--- src/rtl/washer_pkg.sv ---
// Shared washer definitions: timer state encoding, timer width/limit and the
// controller phase-end minute constants.
package washer_pkg;

  typedef enum logic [1:0] {
    IDLE = 2'd0,
    RUN  = 2'd1,
    HOLD = 2'd2
  } timer_state_t;

  localparam int TIMER_W = 5;
  localparam logic [TIMER_W-1:0] TIMER_MAX = 5'd31;

  // Phase-end minutes the controller compares against `timer`.
  localparam logic [TIMER_W-1:0] FILL_END_MIN  = 5'd3;
  localparam logic [TIMER_W-1:0] WASH_END_MIN  = 5'd15;
  localparam logic [TIMER_W-1:0] RINSE_END_MIN = 5'd22;
  localparam logic [TIMER_W-1:0] SPIN_END_MIN  = 5'd28;

endpackage

--- src/rtl/minute_prescaler.sv ---
// Clock-to-minute prescaler: counts run cycles and flags the terminal count
// (prescaler == LIMIT-1) combinationally so the owner can act on that edge.
module minute_prescaler #(
  parameter int LIMIT   = 60000000,
  parameter int PRESC_W = 26
) (
  input  logic clk,
  input  logic rst_n,
  input  logic clr,
  input  logic run,
  output logic tc
);

  localparam logic [PRESC_W-1:0] LAST = PRESC_W'(LIMIT - 1);

  logic [PRESC_W-1:0] presc;

  always_ff @(posedge clk or negedge rst_n) begin
    if (!rst_n) begin
      presc <= '0;
    end else if (clr) begin
      presc <= '0;
    end else if (run) begin
      presc <= (presc == LAST) ? '0 : presc + 1'b1;
    end
  end

  assign tc = run && (presc == LAST);

endmodule

--- src/rtl/wash_cycle_timer.sv ---
// Elapsed-minute timer for the washer controller. Define TIMER_FAST_SIM_EN to
// shorten a "minute" to FAST_CYCLES clocks for simulation or FPGA demos.
//
// state | meaning
// IDLE  | controller idle; timer, prescaler and saturation cleared
// RUN   | counting clocks toward the next whole minute
// HOLD  | paused; prescaler and timer frozen
module wash_cycle_timer
  import washer_pkg::*;
#(
  parameter int CYCLES_PER_MIN = 60000000,
  parameter int PRESC_W        = 26,
  parameter int FAST_CYCLES    = 4
) (
  input  logic               clk,
  input  logic               rst_n,
  input  logic               timer_enable,
  input  logic               pause_flag,
  output logic [TIMER_W-1:0] timer,
  output logic               minute_tick,
  output logic               paused,
  output logic               timer_sat
);

`ifdef TIMER_FAST_SIM_EN
  localparam int LIMIT = FAST_CYCLES;
`else
  localparam int LIMIT = CYCLES_PER_MIN;
`endif

  if (CYCLES_PER_MIN < 2 || FAST_CYCLES < 2 ||
      (64'(1) << PRESC_W) < 64'(CYCLES_PER_MIN)) begin : g_bad_param
    $error("wash_cycle_timer: illegal prescaler parameters");
  end

  timer_state_t state;
  logic         tc;
  logic         presc_clr;
  logic         presc_run;

  // Pause and enable drop both take effect on this edge, so the prescaler
  // must not advance in the cycle they are seen.
  assign presc_clr = (state == IDLE) || !timer_enable;
  assign presc_run = (state == RUN) && timer_enable && !pause_flag;

  minute_prescaler #(
    .LIMIT   (LIMIT),
    .PRESC_W (PRESC_W)
  ) u_presc (
    .clk   (clk),
    .rst_n (rst_n),
    .clr   (presc_clr),
    .run   (presc_run),
    .tc    (tc)
  );

  always_ff @(posedge clk or negedge rst_n) begin
    if (!rst_n) begin
      state       <= IDLE;
      timer       <= '0;
      minute_tick <= 1'b0;
      paused      <= 1'b0;
      timer_sat   <= 1'b0;
    end else begin
      minute_tick <= 1'b0;
      case (state)
        IDLE: begin
          timer     <= '0;
          timer_sat <= 1'b0;
          if (timer_enable) begin
            state  <= pause_flag ? HOLD : RUN;
            paused <= pause_flag;
          end else begin
            paused <= 1'b0;
          end
        end
        RUN: begin
          if (!timer_enable) begin
            state     <= IDLE;
            timer     <= '0;
            timer_sat <= 1'b0;
            paused    <= 1'b0;
          end else if (pause_flag) begin
            state  <= HOLD;
            paused <= 1'b1;
          end else if (tc && timer != TIMER_MAX) begin
            timer       <= timer + 1'b1;
            minute_tick <= 1'b1;
            if (timer == TIMER_MAX - 1'b1) timer_sat <= 1'b1;
          end
        end
        HOLD: begin
          if (!timer_enable) begin
            state     <= IDLE;
            timer     <= '0;
            timer_sat <= 1'b0;
            paused    <= 1'b0;
          end else if (!pause_flag) begin
            state  <= RUN;
            paused <= 1'b0;
          end
        end
        default: begin
          state  <= IDLE;
          timer  <= '0;
          paused <= 1'b0;
        end
      endcase
    end
  end

endmodule

--- config.mk ---
export PLATFORM = sky130hd
export DESIGN_NAME = wash_cycle_timer
export DESIGN_NICKNAME = d
export VERILOG_FILES = /design/src/rtl/washer_pkg.sv /design/src/rtl/minute_prescaler.sv /design/src/rtl/wash_cycle_timer.sv
export SDC_FILE = /design/constraint.sdc
export NUM_CORES = 1
export LEC_CHECK = 0
export CAP_MARGIN = 20
export CORE_MARGIN = 2
export CORE_UTILIZATION = 61
export CTS_BUF_LIST = sky130_fd_sc_hd__clkbuf_8
export DETAILED_ROUTE_END_ITERATION = 7
export PLACE_DENSITY = 0.78
export SLEW_MARGIN = 20
export SYNTH_ARGS = -nofsm -noshare
export SYNTH_HDL_FRONTEND = slang
export SYNTH_SLANG_ARGS = --single-unit
--- constraint.sdc ---
create_clock -name clk -period 3.32 [get_ports clk]
set_clock_uncertainty 0.2 [all_clocks]
set_input_delay 0.83 -clock clk [delete_from_list [all_inputs] [get_ports clk]]
set_output_delay 0.83 -clock clk [all_outputs]
set_load 0.02 [all_outputs]
---- Yosys cells after proc, flatten, opt, wreduce, memory -nomap -nowiden ----
Cells that the tools add are included.
cells by class
  $add $sub $neg .......................... 2
  eq/ne operators ......................... 12
  mux-type cells .......................... 31
  reductions and logical operators ........ 14
operator list
  operator                                                                  count
  26-bit two-way mux                                                        3
  26-bit by 1-bit adder with 26-bit output (second input constant)          1
  26-bit equality test (second input constant)                              1
  5-bit two-way mux                                                         4
  1-bit two-way mux                                                         14
  2-bit two-way mux                                                         6
  5-bit one-hot mux with 2 select lines                                     1
  3-bit inequality test (second input constant)                             3
  3-bit by 2-bit inequality test with 1-bit output (second input constant)  2
  1-bit one-hot mux with 3 select lines                                     2
  2-bit one-hot mux with 3 select lines                                     1
  3-bit AND reduction                                                       2
  5-bit by 1-bit adder with 5-bit output (second input constant)            1
  5-bit equality test (second input constant)                               1
  5-bit inequality test (second input constant)                             1
  5-bit AND reduction                                                       1
  1-bit logical AND                                                         4
  2-bit inequality test (second input constant)                             2
  3-bit nonzero test                                                        1
  2-bit by 1-bit equality test with 1-bit output (second input constant)    1
  2-bit equality test (second input constant)                               1
  1-bit zero test                                                           2
  2-bit zero test                                                           1
  2-bit AND reduction                                                       1
  other kinds (2)                                                           2
word-level totals
  register bits after elaboration ......... 36
  bits of input ports ..................... 4
  output and inout bits ................... 8
  logic and storage cells ................. 65

---- Logic depth before layout (Yosys ltp) ----
Gate-level depths: netlist of the first run.
  word-level depth ........................ 9
  mapped depth ............................ 7
  depth with buffers taken out ............ 7

---- Hierarchy ----
Synthesis of the first run repeated with hierarchy kept, for this count alone.
unflattened totals
  cells, all modules ...................... 220
  area, all modules ....................... 2117.0 µm²
modules (own cells, without submodules)
  module            instances  cells an instance  area an instance (µm²)  seq. area each (µm²)
  minute_prescaler  1          158                1492.7                  650.6
  wash_cycle_timer  1          62                 624.3                   250.2

---- Worst setup path before layout of the first run ----
No wires, ideal clock.
  kind .................................... register to register
  from .................................... register u_presc.presc[0]
  to ...................................... register u_presc.presc[11]
  library setup time ...................... 129 ps
  arrival time ............................ 2025 ps
  data required time ...................... 2991 ps
  setup slack ............................. 966 ps
  stages on the path, launching flop included .. 8
  path buffers ............................ 1
  period minus slack after synthesis ...... 2354 ps
  path through ............................ dfrtp_1 -> ha_1 -> nand4_1 -> nor4b_1 -> a21oi_1 -> clkbuf_1 -> o211ai_1 -> o31ai_1
between the ends
  word-level cells in the longest chain between the ends .. 4
  elaborated cells on any way between the ends .. 5
  those cells by class .................... add/sub (1); eq/ne (1); mux (3)
RTL lines
  item                                                                              RTL line                text
  start, declared                                                                   minute_prescaler.sv:16  logic [PRESC_W-1:0] presc;
  start signal, assigned                                                            minute_prescaler.sv:24  presc <= (presc == LAST) ? '0 : presc + 1'b1;
  26-bit by 1-bit adder with 26-bit output or 26-bit equality test (tied branches)  minute_prescaler.sv:24
  26-bit two-way mux (*)                                                            minute_prescaler.sv:24
  26-bit two-way mux (*)                                                            minute_prescaler.sv:23  end else if (run) begin
  26-bit two-way mux (*)                                                            minute_prescaler.sv:21  end else if (clr) begin
Every way passes the cells marked *; elsewhere a longest branch is shown, timed or not. The select of a mux whose other input is x is not followed.
A chain may end at the register's enable or synchronous reset.

---- Worst setup path in the final report of the first run ----
  from .................................... register u_presc.presc[0]
  to ...................................... register u_presc.presc[6]
The elaborated chain is that of the path after synthesis.

==> flow_summary.toml, run 1 <==
[cells_and_area]
syn_to_final_growth_pct = 14.0
antenna_cells = 0
seq_area_um2 = 901
drive_above_1_share_pct = 7.82
post-route-util_pct = 74.3
fin_nets = 251
fillers = 260
multi_input_area_um2 = 1060
fin_area_um2 = 2300

[hold_path]
holdCritStartpoint = "u_presc.presc[24]"
holdPathStages = 1
hold_path_end = "u_presc.presc[24]"
hold_path.class = "reg2reg"

[worst_setup_path]
r2r-start = "u_presc.presc[0]"
worst_ep_required_time_ns = 3.29
path_buf_inv = 0
worstSetupPathType = "reg2reg"
cp_slowest_cell = "nor4b_1"
reg2regPathDepth = 6
worstPathArrival_ns = 2.58
cp-end-kind = "flip-flop"
slowest_delay_ns = 0.58
ff2ff_setup_slack_ns = 0.72
path_delay_family = "simple AND/OR/NAND/NOR gates"
path_max_fanout = 8
rr_endpoint = "u_presc.presc[6]"
worstSetupStartpointType = "flip-flop"
worstPathCellList = "ha_1, nand4_1, nor4b_1, a21o_1, o21ai_0, a22o_1"

[sta]
setup_viol = 0
setup_ws_ns = 0.719
grt_setup_unrepaired = "no"
timing.setup.tns_ns = 0
finalMaxSlewViolations = 0
max_freq_mhz = 384
fin_crit_sh_pct = 78.3
timing.final.crit_period_ns = 2.60
hold_viol = 0
slew_headroom_pct = 54.3
worst_slew_pin_slew_ns = 0.683

[power]
ir_drop_mv = 0.296
leakage_nw = 0.965
p_per_area_nw_per_um2 = 364
total_power_w = 0.000838

[clock_tree]
cts_tree = "done"
post_cts_resized = 0
path_clk_slew_ns = 0.07
cts_buffers = 5
clock-sinks = 36
cts_setup_buffers = 0
cts_root_buffer = "clkbuf_8"
ctsHtreeMaxLevel = 2
postCtsHoldBufs = 0
clk_latency_ns = 0.28
ctsLongestPathBuffers = 2

[global_route]
grt_pass1_wl_um = 7210
antenna_found_initial = 0
grt_pass1_vias = 1628
grt-ovfl-total = 0
grt_max_degree = 37
grtUsageTotal_pct = 25.7

[synth]
synth.most_common_cell = "dfrtp_1"
synth_cell_types = 39
synth_area_leaders = "dfrtp_1 45%, nand2_1 5.9%, nand3_1 5.0%"
netlist.top_cell.by_area = "dfrtp_1"
synth-edff-count = 0
synth_seq_cells = 36
ys_seq_area_share_pct = 44.6
netlist_area_um2 = 2020
syn_inst = 226
ys_async_sr_fraction_pct = 100
synth_top_flop_cell = "dfrtp_1"
avgSynthCellArea_um2 = 8.95
synth_common_cells = "36 x dfrtp_1, 32 x nand2_1, 20 x nand3_1"
synth_top_area_share_pct = 44.6
syn_nets = 234
yosysWarnings = 0

[placed_design]
place_ws_ns = 0.457
io_buffer_count = 11
place_hpwl_um = 3050
dpl_cell_area_um2 = 2210
gp_congestion = 0.875

[die]
num_rows = 20
initial_core_util_pct = 65.2
design.core.area_um2 = 3100
fp.dieArea_um2 = 3790
die_width_um = 61.6
io_pins = 12
die_h_um = 61.6

[routing]
routedWlPerCell_um = 15.0
drt_iter0_drc = 174
antenna_left = 0
routed_wl_um = 4310
vias_per_cell = 6.30
drt_pass1_iterations = 5
vias = 1809
route.detailed.drc = 0

[status]
status = "complete, no violations"

[flow_run]
drv_cap = 0
## cells in the final DEF (no fill, tap or decap), drive strengths merged, types with 4 or more instances in the layout
master         count
a22o               5
nand2             32
ha                 4
clkdlybuf4s50     11
nor2              14
o21ai              9
inv                9
buf                7
nand4             10
a21o               5
a41oi              6
dfrtp             36
nand3             20
nor2b              5
clkbuf             7
and3               5
nor3               7
a21oi              7
a31oi             15
## final cells by class
cell class / instances / area share, %
inverters: 9 / 1.47
clock buffers: 7 / 4.18
multi-input cells: 173 / 45.8
flip-flops and latches: 36 / 39.1
well taps: 44 / 2.39
repair buffers: 18 / 7.06
## state kept, by name (all words and copies together), names as in the netlist
| name | count |
|---|---|
| minute_tick | 1 |
| timer_sat | 1 |
| state | 2 |
| paused | 1 |
| timer | 5 |
| u_presc.presc | 26 |
## metrics by stage
step | hold slack, ns | instances
final | 0.290 | 287
after global routing | 0.301 | 287
after CTS | 0.289 | 287
after detailed placement | 0.280 | 280
after global placement | 0.271 | 280
after floorplan | 0.244 | 226
## per-layer routing
layer	share of wire [%]	GRT usage, %	wire, um
met5	0	0	0
met4	1.3	10.3	55
met3	6.2	6.09	266
met1	45	33.6	1920
met2	48	41.1	2070
## report_power, final
group | switching, W | internal [W] | leakage [nW]
Combinational | 0.0000448 | 0.0000214 | 0.415
Sequential | 0.00000489 | 0.000442 | 0.499
Clock | 0.000140 | 0.000184 | 0.0503
## worst max-delay path by stage
stage,from,endpoint,slack (ns),depth (start not counted)
floorplan,u_presc.presc[0],u_presc.presc[11],0.97,7
global placement,timer_enable,u_presc.presc[19],0.55,5
detailed placement,timer_enable,u_presc.presc[19],0.46,5
CTS,timer_enable,u_presc.presc[19],0.74,5
global route,u_presc.presc[0],u_presc.presc[6],0.56,6
finish,u_presc.presc[0],u_presc.presc[6],0.72,6
## cell families after synthesis
kind of cell / Yosys count / synth area share [%]
compound gates: 58 / 19.4
fa+ha+maj: 5 / 2.97
buf+inv: 17 / 3.22
mux: 1 / 0.557
flops: 36 / 44.6
xor+xnor: 3 / 1.30
simple gates: 106 / 28.0
(Power assumes the default switching activity.)
==> inputs of run 2 (changes only) <==
CORE_UTILIZATION = 55   (was 61)
PLACE_DENSITY = 0.74   (was 0.78)
clock period = 2.2 ns   (was 3.32 ns; I/O delays follow)
==> run 2 against run 1 <==
Effect of this change:
- the run now ends with negative setup slack left
- sequential share of layout area shrank 10 points
- via count up 30%
- sequential power is 51% higher
- maximum frequency grew 4.3%
- register-to-register slack lost 1.0 ns
- hold slack worse by 0.20 ns
- clock-buffer cell count fell by 2
- first-iteration DRC count rose by 82%
- die area is 10% higher
- core utilization grew 12 points
- highest routed layer unchanged
==> flow_summary.toml, run 2 (synthesized netlist as in run 1, its figures left out) <==
[cells_and_area]
drive_above_1_share_pct = 36.3
fin_cells = 343
final_common_cell = "buf_4"
fin_nets = 302
final_cell_mix = "47 x buf_4, 36 x dfrtp_1, 24 x nand2_1"
seq_area_um2 = 901
syn_to_final_growth_pct = 53.1
multi_input_area_um2 = 1310
post-route-util_pct = 85.8
largest_register_ffs = 26
regMostFlops = "u_presc.presc"
reg_top3 = "u_presc.presc x26, timer x5, state x2"
antenna_cells = 0
fillers = 180

[power]
p_per_area_nw_per_um2 = 545
leakage_nw = 1.36
ir_drop_mv = 0.428

[sta]
max_freq_mhz = 401
setup_viol = 33
whs_ns = 0.0906
worst_slew_pin_slew_ns = 0.824
slew_headroom_pct = 44.5
timing.final.crit_period_ns = 2.49
fin_crit_sh_pct = 113
timing.setup.tns_ns = -3.84
setup_ws_ns = -0.294
hold_viol = 0
grt_setup_unrepaired = "yes"
finalMaxSlewViolations = 0

[clock_tree]
cts_tree = "done"
ctsHtreeMaxLevel = 2
clk_latency_ns = 0.29
clock-sinks = 36
path_clk_slew_ns = 0.08
cts_buffers = 5
ctsLongestPathBuffers = 2
cts_root_buffer = "clkbuf_8"

[worst_setup_path]
slowest_delay_ns = 0.58
r2r-start = "u_presc.presc[0]"
worstSetupStartpointType = "flip-flop"
rr_endpoint = "timer[2]"
path_delay_family = "simple AND/OR/NAND/NOR gates"
ff2ff_setup_slack_ns = -0.29
worstSetupPathType = "reg2reg"
worstPathCellList = "ha_2, nand4_1, nor3_1, nand4_2, or4b_1, nand3_1"
reg2regPathDepth = 6
cp.depth = 6
path_buf_inv = 0
worst_ep_required_time_ns = 2.22
path_max_fanout = 5
worstPathArrival_ns = 2.52
cp-end-kind = "flip-flop"
cp_slowest_cell = "or4b_1"

[die]
num_rows = 22
io_pins = 12
initial_core_util_pct = 56.1
die_h_um = 64.6
fp.dieArea_um2 = 4180
design.core.area_um2 = 3610
die_width_um = 64.6

[routing]
routedWlPerCell_um = 21.4
drt_iter0_drc = 317
route.detailed.drc = 0
vias_per_cell = 6.87
antenna_left = 0
drt_pass1_iterations = 5
routed_wl_um = 7330
vias = 2357

[global_route]
antenna_found_initial = 0
grt_pass1_vias = 2077
grtUsageTotal_pct = 30.0
grt_pass1_wl_um = 9660
grt_max_degree = 37
grt-ovfl-total = 0

[status]
status = "finished, violations left"
violations = "negative setup slack"

[placed_design]
dp.cells = 321
io_buffer_count = 11
place_hpwl_um = 3520
place_ws_ns = -0.158
gp_congestion = 0.868

[hold_path]
hold_path.class = "in2async"

[flow_run]
drv_cap = 0
run 2: how the worst max path moves through the flow:
| stage | end | from | slack [ns] |
|---|---|---|---|
| finish | timer[2] | u_presc.presc[0] | -0.29 |
| global route | timer[2] | u_presc.presc[0] | -0.37 |
| CTS | timer[2] | u_presc.presc[12] | -0.11 |
| detailed placement | timer[2] | u_presc.presc[22] | -0.16 |
| global placement | timer[2] | u_presc.presc[22] | -0.09 |
| floorplan | timer[2] | u_presc.presc[21] | -0.1 |
run 2: layout make-up:
class | instances | area share [%]
clock buffer | 5 | 2.22
clock inverter | 3 | 2.91
inverter | 9 | 1.09
multi-input combinational | 173 | 42.4
sequential | 36 | 29.1
tap | 48 | 1.94
timing repair buffer | 69 | 20.3
run 2: power by group:
part / total (W) / switching, W / internal, W
logic: 0.000193 / 0.000108 / 0.0000853
clock network: 0.000821 / 0.000254 / 0.000567
registers: 0.000673 / 0.00000640 / 0.000667
total: 0.00169 / 0.000368 / 0.00132
run 2: per-stage QoR:
step                      instance area [um2]  total power, W
after global placement                   2520        0.000815
after floorplan                          2030        0.000743
final                                    3100         0.00169
after CTS                                2830         0.00165
after global routing                     3100         0.00173
after detailed placement                 2520        0.000816
run 2: what timing repair did:
| action | in CTS | in global routing |
|---|---|---|
| hold buffers | 0 | 0 |
| pin swaps | 3 | 17 |
| resized for setup | 22 | 39 |
| buffers inserted | 5 | 6 |
| setup endpoints to repair | 25 | 34 |
| cloned | 1 | 2 |
run 2: per-layer routing:
layer	part of all wire [%]	track usage, %
met5	0	0
met4	4.8	8.51
met3	8.0	5.90
met2	49	53.9
met1	38	36.6
==> inputs of run 3 (changes only) <==
SETUP_SLACK_MARGIN = 0.1   (was unset)
SLEW_MARGIN = 40   (was 20)
==> run 3 against run 2 <==
Effect of this change:
- critical path depth is 1 lower
- core utilization is 5.8 points lower
- clock power is 40% lower
- final cell count is 0.87% lower
- combinational power is 11% lower
- cell area is 6.8% lower
- maximum frequency is 6.7% higher
- critical endpoint unchanged
- sequential share of layout area is 2.1 points higher
- the run still ends with negative setup slack left
- non-clock buffer count is 3 lower
- via count is 11% lower
==> flow_summary.toml, run 3 (synthesized netlist as in run 1, its figures left out) <==
[global_route]
grt-ovfl-total = 0
grtUsageTotal_pct = 27.6
antenna_found_initial = 0
grt_max_degree = 37
grt_pass1_vias = 1888
grt_pass1_wl_um = 8840

[cells_and_area]
post-route-util_pct = 80.0
antenna_cells = 0
syn_to_final_growth_pct = 42.7
final_cell_mix = "43 x buf_4, 36 x dfrtp_1, 31 x nand2_1"
reg_top3 = "u_presc.presc x26, timer x5, state x2"
regMostFlops = "u_presc.presc"
largest_register_ffs = 26
final_common_cell = "buf_4"
drive_above_1_share_pct = 31.8
fin_nets = 299

[power]
pwr-share-comb_pct = 12.9
p_per_area_nw_per_um2 = 462
p_int_w = 0.000988
p_seq_share_pct = 50.4
ir_drop_mv = 0.414
leakage_nw = 1.30
p_sw_w = 0.000346
clkPwrFrac_pct = 36.7
switching_share_pct = 25.9

[worst_setup_path]
worstSetupStartpointType = "flip-flop"
path_delay_family = "simple AND/OR/NAND/NOR gates"
critPathLaunch = "u_presc.presc[21]"
worstPathCellList = "or4bb_4, nor4_4, nand4_4, or4b_1, nand3_1"
path_max_fanout = 6
reg2regPathDepth = 5
cp_slowest_cell = "or4bb_4"
r2r-start = "u_presc.presc[21]"
worstPathArrival_ns = 2.37
worst_ep_required_time_ns = 2.23
worstSetupPathType = "reg2reg"
cp-end-kind = "flip-flop"
path_buf_inv = 0
cp.depth = 5
slowest_delay_ns = 0.56

[sta]
hold_viol = 0
setup_ws_ns = -0.138
timing.setup.tns_ns = -2.38
max_freq_mhz = 428
fin_crit_sh_pct = 106
finalMaxSlewViolations = 0
worst_slew_pin_slew_ns = 0.507
grt_setup_unrepaired = "yes"
setup_viol = 31
slew_headroom_pct = 66.0
timing.final.crit_period_ns = 2.34

[placed_design]
gp_congestion = 0.856
place_hpwl_um = 3500
io_buffer_count = 11

[routing]
routed_wl_um = 6020
drt_pass1_iterations = 4
vias = 2093
routedWlPerCell_um = 17.7
vias_per_cell = 6.16
antenna_left = 0
drt_iter0_drc = 172
route.detailed.drc = 0

[clock_tree]
ctsLongestPathBuffers = 2
cts_root_buffer = "clkbuf_8"
cts_tree = "done"
ctsHtreeMaxLevel = 2
clock-sinks = 36
path_clk_slew_ns = 0.07
cts_buffers = 5
clk_latency_ns = 0.29

[status]
violations = "negative setup slack"
status = "finished, violations left"

[hold_path]
hold_path.class = "in2async"

[die]
num_rows = 22
initial_core_util_pct = 56.1
fp.dieArea_um2 = 4180
die_h_um = 64.6
die_width_um = 64.6
io_pins = 12
design.core.area_um2 = 3610

[flow_run]
drv_cap = 0
[run 3: cell count changes in the layout (fill, tap and decap cells not counted), sizes merged]
cell / change
clkbuf: -1
bufinv: -3
buf: -1
dlygate4sd2: +3
inv: +2
clkdlybuf4s50: -3
[run 3: through the flow]
| stage | power [W] | hold WS [ns] | instances | area, um2 | worst slack, ns |
|---|---|---|---|---|---|
| 6_report | 0.00133 | 0.0912 | 340 | 2890 | -0.138 |
| 3_3_place_gp | 0.000812 | 0.269 | 322 | 2510 | -0.105 |
| 4_1_cts | 0.00131 | 0.105 | 335 | 2750 | -0.116 |
| 3_5_place_dp | 0.000812 | 0.267 | 322 | 2510 | -0.137 |
| 2_1_floorplan | 0.000743 | 0.0544 | 226 | 2030 | -0.0963 |
| 5_1_grt | 0.00137 | 0.137 | 340 | 2890 | -0.217 |
[run 3: cell type report]
| type | count | area [um2] |
|---|---|---|
| Clock buffer | 6 | 82.6 |
| Clock inverter | 2 | 7.51 |
| Fill cell | 227 | 721 |
| Inverter | 9 | 33.8 |
| Multi-Input combinational cell | 173 | 1230 |
| Sequential cell | 36 | 901 |
| Tap cell | 48 | 60.1 |
| Timing Repair Buffer | 66 | 571 |
[run 3: metal layers]
layer | wire length [um] | GRT usage, % | share of wire [%] | up-vias
met1 | 2540 | 36.3 | 42 | 1000
met5 | 0 | 0 | 0 | -
met4 | 124 | 9.57 | 2.1 | 0
li1 | - | - | - | 985
met2 | 3030 | 45.7 | 50 | 91
met3 | 333 | 5.56 | 5.5 | 17
[run 3: worst reg2reg max path, cell delays in order (launching register included)]
cell and delay, ns:
dfrtp_1 0.39, or4bb_4 0.56, nor4_4 0.33, nand4_4 0.17
or4b_1 0.53, nand3_1 0.09
[run 3: power groups by stage]
stage	logic (W)	registers, W	clock network [W]
after floorplan	0.0000557	0.000687	0
after global routing	0.000186	0.000673	0.000516
after CTS	0.000148	0.000673	0.000489
after global placement	0.000126	0.000685	0
final	0.000172	0.000673	0.000490
after detailed placement	0.000126	0.000685	0
[run 3: worst paths after layout]
kind,endpoint,slack [ns]
setup / recovery,timer[2],-0.14
max in group asynchronous,state[0],1.38
setup reg to reg,timer[2],-0.14
min in group clk,u_presc.presc[24],0.29
hold reg to reg,u_presc.presc[24],0.29
hold / removal,u_presc.presc[2],0.09
[run 3: repair_timing]
item,in CTS,in global routing
pin swaps,13,9
setup buffers,3,5
hold buffers,0,0
gates resized for setup,30,24
endpoints found under the setup margin,36,34
gates cloned,2,0
